File: config.mk
export PLATFORM = sky130hd
export DESIGN_NAME = fetch_unit
export DESIGN_NICKNAME = d
export VERILOG_FILES = /design/src/rtl/fetch_unit.sv
export SDC_FILE = /design/constraint.sdc
export NUM_CORES = 1
export LEC_CHECK = 0
export BUFFER_PORTS_ARGS = -buffer_cell sky130_fd_sc_hd__buf_4
export CORE_ASPECT_RATIO = 1.4
export CORE_MARGIN = 2
export CORE_UTILIZATION = 38
export DETAILED_ROUTE_END_ITERATION = 8
export PLACE_DENSITY = 0.65
export SLEW_MARGIN = 20
export SYNTH_ARGS = -nofsm -noshare
export SYNTH_HDL_FRONTEND = slang
export SYNTH_SLANG_ARGS = --single-unit
File: constraint.sdc
create_clock -name i_clk -period 7.3 [get_ports i_clk]
set_input_delay 0.365 -clock i_clk [delete_from_list [all_inputs] [get_ports i_clk]]
set_output_delay 0.365 -clock i_clk [all_outputs]
set_load 0.03 [all_outputs]
File: src/rtl/fetch_unit.sv
// Purpose: instruction fetch with PC register, 2-entry {pc, instr} buffer and redirect handling.
// Latency: instruction at o_imem_add appears at the buffer head one cycle later; 1 instr/cycle sustained.
// Backpressure: o_valid/i_ready handshake; fetch stalls (PC parks) when the buffer is full and not popping.
module fetch_unit #(
    parameter logic [31:0] RESET_PC = 32'h0000_0000
) (
    input  logic        i_clk,
    input  logic        i_rst_n,
    output logic [31:0] o_imem_add,
    input  logic [31:0] i_imem_instr,
    input  logic        i_redirect,
    input  logic [31:0] i_redirect_pc,
    output logic        o_valid,
    input  logic        i_ready,
    output logic [31:0] o_instr,
    output logic [31:0] o_pc,
    output logic [31:0] o_pc_plus4,
    output logic        o_misalign
);

    logic [31:0] pc_q, pc_d;
    logic [1:0]  occ_q, occ_d;
    logic        misalign_q, misalign_d;

    // Slot 0 is always the oldest entry; slot 1 only holds data when FULL.
    logic [31:0] pc0_q, pc0_d, ins0_q, ins0_d;
    logic [31:0] pc1_q, pc1_d, ins1_q, ins1_d;

    logic pop;
    logic push;
    logic wr_hi;

    assign o_valid    = (occ_q != 2'd0);
    assign pop        = o_valid && i_ready;
    assign push       = !i_redirect && ((occ_q != 2'd2) || pop);
    // After an optional pop-shift, the new entry lands in the first free slot.
    assign wr_hi      = (occ_q == 2'd2) || ((occ_q == 2'd1) && !pop);

    assign o_imem_add = pc_q;
    assign o_instr    = ins0_q;
    assign o_pc       = pc0_q;
    assign o_pc_plus4 = pc0_q + 32'd4;
    assign o_misalign = misalign_q;

    // Control next state: redirect wins, otherwise occupancy follows push/pop.
    always_comb begin
        pc_d       = pc_q;
        occ_d      = occ_q;
        misalign_d = misalign_q;
        if (i_redirect) begin
            occ_d      = 2'd0;
            pc_d       = {i_redirect_pc[31:2], 2'b00};
            misalign_d = |i_redirect_pc[1:0];
        end else begin
            if (push) begin
                pc_d = pc_q + 32'd4;
            end
            case ({push, pop})
                2'b10:   occ_d = occ_q + 2'd1;
                2'b01:   occ_d = occ_q - 2'd1;
                default: occ_d = occ_q;
            endcase
        end
    end

    // Buffer data next state: shift on pop, then write the fetched word into the free slot.
    always_comb begin
        pc0_d  = pc0_q;
        ins0_d = ins0_q;
        pc1_d  = pc1_q;
        ins1_d = ins1_q;
        if (pop) begin
            pc0_d  = pc1_q;
            ins0_d = ins1_q;
        end
        if (push) begin
            if (wr_hi) begin
                pc1_d  = pc_q;
                ins1_d = i_imem_instr;
            end else begin
                pc0_d  = pc_q;
                ins0_d = i_imem_instr;
            end
        end
    end

    // Control registers with asynchronous reset.
    always_ff @(posedge i_clk or negedge i_rst_n) begin
        if (!i_rst_n) begin
            pc_q       <= RESET_PC;
            occ_q      <= 2'd0;
            misalign_q <= 1'b0;
        end else begin
            pc_q       <= pc_d;
            occ_q      <= occ_d;
            misalign_q <= misalign_d;
        end
    end

    // Buffer payload needs no reset; it is only observed while o_valid is high.
    always_ff @(posedge i_clk) begin
        pc0_q  <= pc0_d;
        ins0_q <= ins0_d;
        pc1_q  <= pc1_d;
        ins1_q <= ins1_d;
    end

endmodule

---- Word level (Yosys, flattened, before mapping) ----
Index checks and enable logic that the tools add are counted.
Widths: inputs -> output; s select.
cells by class
  reduce and logical (&&, ||, !) cells .... 12
  equal/unequal tests ..................... 5
  $add $sub $neg .......................... 4
  multiplexer cells ....................... 10
operators with widths
  kind                   count
  $mux 32                8
  $add 32x3->32 const B  2
  $eq 2x1->1 const B     2
  $eq 2x2->1 const B     2
  $pmux 2 s2             1
  $reduce_bool 2->1      2
  $logic_and 1x1->1      3
  $reduce_bool 3->1      1
  $add 2x1->2 const B    1
  $logic_not 1->1        2
  $logic_or 1x1->1       2
  $mux 2                 1
  $ne 2x2->1 const B     1
  $reduce_and 2->1       1
  $reduce_or 2->1        1
  $sub 2x1->2 const B    1
word-level totals
  logic and storage cells ................. 38
  register bits ........................... 163

---- Longest topological paths before layout ----
  word-level depth ........................ 7
  gate-level depth with buffers ........... 9
  mapped depth without buffers ............ 6

---- Least setup slack after synthesis ----
OpenSTA, ideal clock, no wires.
  path kind ............................... register to register
  start point ............................. register occ_q[0]
  end point ............................... register ins1_q[0] (enable)
  cell stages (with the launch flop) ...... 9
  clock period less this slack ............ 5.229 ns
  slack ................................... 2.071 ns
  setup time .............................. 0.502 ns
  arrival ................................. 4.727 ns
  path through ............................ dfrtp_1 inv_1 ha_1 nand2b_1 buf_2 buf_2 buf_1 nand3b_1 a21oi_1
on the way
  cells in the longest elaborated chain, start to end .. 6
  elaborated cells between the ends (all ways) .. 11
  classes of those cells .................. eq/ne (3); reduce/logical (8)
ends and longest elaborated chain
  what                            RTL line  text
  from (decl)                     22        logic [1:0] occ_q, occ_d;
  from (signal assigned)          91        occ_q <= 2'd0;
  from (signal assigned)          95        occ_q <= occ_d;
  $reduce_bool 2->1               33        assign o_valid = (occ_q != 2'd0);
  $logic_and 1x1->1               34        assign pop = o_valid && i_ready;
  $logic_not 1->1                 37        assign wr_hi = (occ_q == 2'd2) || ((occ_q == 2'd1) && !pop);
  $logic_and 1x1->1               37
  $logic_or 1x1->1                37
  $reduce_and 2->1 (no line) (*)  n/a
  to (signal assigned)            105       ins1_q <= ins1_d;
  to (decl)                       27        logic [31:0] pc1_q, pc1_d, ins1_q, ins1_d;
Every way passes the cells marked *; elsewhere a longest branch is shown, timed or not.
A chain may end at the register's enable or synchronous reset.

---- Worst setup path after layout ----
  start point ............................. register pc0_q[2] (netlist: o_pc[2])
  end point ............................... output o_pc_plus4[26]
on the way
  cells in the longest elaborated chain, start to end .. 1
ends and longest elaborated chain
  what                    RTL line  text
  from (decl)             26        logic [31:0] pc0_q, pc0_d, ins0_q, ins0_d;
  from (signal assigned)  102       pc0_q <= pc0_d;
  $add 32x3->32           42        assign o_pc_plus4 = pc0_q + 32'd4;
  to (decl)               17        output logic [31:0] o_pc_plus4,
Every way passes these cells.

==> flow_summary.ini <==
[outcome]
status = complete, no violations

[floorplan]
start_util = 0.387
io_pins = 198
die_area_um2 = 19400
fp-row-count = 58
die_h_um = 164
die_w_um = 118
core_um2 = 18000

[cts]
clkTransAtPathRegs_ns = 0.06
numCtsBuffers = 17
cts_max_path_buffers = 2
clock_latency_ns = 0.42
cts_tree = done
clock-sinks = 159
ctsHtreeMaxLevel = 4
post_cts_resized = 0
cts_root_buffer = clkbuf_16

[drt]
drc = 0
ant_nets = 0
drtIter0Drc = 402
num_vias = 5503
dr.pass1.iters = 4
avgViaCountPerCell = 5.07
wl_per_cell_um = 16.3
detail_route.wirelength_mm = 17.7

[worst_setup_path]
crit_fanout = 6
crit_end = o_pc_plus4[26]
worst_ep_required_time_ns = 6.93
crit_arrival_ns = 2.86
rr_endpoint = ins1_q[26]$_DFFE_PP_
cp-start-kind = flip-flop
end_kind = output port
crit_type = flip-flop to output port
r2r_start = occ_q[0]$_DFFE_PN0P_
worst_r2r_path_depth = 7
ff2ff_setup_slack_ns = 4.19
critPathLaunch = o_pc[2]$_DFF_P_

[pwr]
power.leakage_nw = 3.81
vdd_drop_max_mv = 0.267
p_per_area_nw_per_um2 = 443

[synth]
synth_seq_area_share = 0.570
synth_top_cell_by_area = edfxtp_1
synth_flop_cell = dfxtp_1
synth_seq_cells = 159
syn_inst = 656
synth_area_per_cell_um2 = 10.6
async_reset_ff_frac = 0.208
yosys-top-cells-count = nand2_1 (94), o21ai_0 (76), dfxtp_1 (64)
ys_warn_count = 0
synth.most_common_cell = nand2_1
synth_edf_count = 62
ys_types = 42
syn_area_um2 = 6960
yosysTopAreaCellShare = 0.267
ys_top_cells_by_area = edfxtp_1 (27%), dfxtp_1 (18%), dfrtp_1 (12%)

[place]
placed_cells = 1053
hpwl_mm = 12.2
port_buffers = 195
gp_congestion = 0.763

[global_routing]
antenna_found_initial = 0
grt_max_degree = 111
grt_pass1_vias = 5343
grt_pass1_wl_mm = 28.0
grt_overflow = 0
track_usage = 0.182

[finish]
drive_above_1_share = 0.281
stdcell_count = 1086
layout.nets = 906
num_antenna_cells = 0
utilization = 0.513
area_delta_synth_final_pct = 32.7

[flow_run]
maxCapViolCount = 0

[timing]
timing.fmax_mhz = 310
rsz0062_at_grt = no
period_needed_ns = 3.22
fin_crit_sh = 0.441
worst_pin_slew_ns = 1.13
fin_tns_setup_ns = 0
maxSlewHeadroom = 0.241
fin_worst_hold_slack_ns = 0.133
hold_violations = 0
slew_viol_final = 0
fin_skew_ns = 0.0112
setup_violations = 0

[min_path]
min_path_type = input pin to flip-flop
-- report_power, final --
group	leakage [nW]	total [mW]	internal [mW]	switching (mW)
clock network	0.298	0.923	0.558	0.365
logic	2.03	1.70	0.640	1.06
registers	1.48	1.46	1.22	0.249
total	3.81	4.09	2.41	1.68
-- flip-flops by register name, indices dropped and copies added (netlist names) --
signal	count
o_imem_add	30
o_instr	32
occ_q	2
pc1_q	30
o_misalign	1
ins1_q	32
o_pc	32
-- placed cells by master (no fill, tap or decap), types with 2 or more instances in the layout --
master,Yosys,routed
clkbuf_16,0,19
nor4_1,6,5
nor3b_1,2,2
mux2i_1,61,61
bufinv_16,0,2
a211oi_1,5,5
clkinv_4,0,3
nand2_1,94,94
nor3_1,2,2
nand4_1,12,12
clkbuf_1,30,2
conb_1,1,2
and2_1,3,3
or4_1,15,15
a21oi_1,7,6
a211o_1,3,3
o31ai_1,14,14
dfxtp_1,64,64
nor2_1,30,30
inv_6,0,2
o31a_1,2,2
and4_1,4,4
o21ai_0,76,76
buf_4,5,200
clkinvlp_4,0,2
xor2_1,6,6
edfxtp_1,62,62
a31oi_1,19,19
dfrtp_1,33,33
and3_1,5,5
or3_1,4,4
inv_1,10,9
nand3_1,27,27
xnor2_1,30,30
ha_1,5,5
-- what timing repair did --
action                                 in CTS  in global routing
endpoints found under the hold margin      33                  0
hold buffers                                1                  0
buffers inserted                            0                  0
-- routing by layer --
metal  wire [um]  vias up  global-route usage
met5           0        -                   0
met4         238        0              0.0557
met3        1110       16              0.0451
met2        8760      168               0.315
met1        7620     2598               0.224
li1            -     2721                   -
-- through the flow --
step                power [mW]  setup slack, ns  instance area (um2)
detailed placement        3.21             4.15                 8600
finish                    4.09             4.08                 9240
floorplan                 2.53             2.07                 6960
global placement          3.19             4.23                 8600
CTS                       4.14             3.99                 9230
global route              4.32             3.87                 9240
-- worst max-delay path, cell delays in order (launching register included) --
cell,delay [ns]
dfxtp_1,0.46
ha_1,0.25
nand4_1,0.24
nor4_1,0.88
nand4_1,0.23
xnor2_1,0.20
buf_4,0.18
-- area by class of cell --
cell class	count	area [um2]
fill	1688	8760
sequential	159	3970
inverter	10	37.5
clock inverter	10	124
timing repair buffer	201	1510
tap	240	300
clock buffer	22	497
multi-input combinational	444	2800
-- cell families after synthesis --
logic type / count (synthesis) / share of synthesized area
AO/OA/AOI/OAI: 129 / 0.107
XOR/XNOR: 36 / 0.0453
adder cells (fa/ha/maj): 5 / 0.00899
buffers and inverters: 54 / 0.0333
flip-flops: 159 / 0.570
multiplexers: 61 / 0.0877
other: 1 / 0.000539
AND/OR/NAND/NOR: 211 / 0.147
-- how the worst min path moves through the flow --
stage / start / to / slack (ns) / cells past startpoint
floorplan: i_rst_n / o_imem_add[10]$_DFFE_PN0P_ / 0.07 / 0
global placement: i_rst_n / o_imem_add[16]$_DFFE_PN0P_ / 0.36 / 1
detailed placement: i_rst_n / o_imem_add[15]$_DFFE_PN0P_ / 0.36 / 1
CTS: i_imem_instr[23] / ins1_q[23]$_DFFE_PP_ / 0.11 / 1
global route: i_imem_instr[23] / ins1_q[23]$_DFFE_PP_ / 0.11 / 1
finish: i_imem_instr[20] / ins1_q[20]$_DFFE_PP_ / 0.13 / 1
Note: power is estimated with default switching activity, not from simulation.
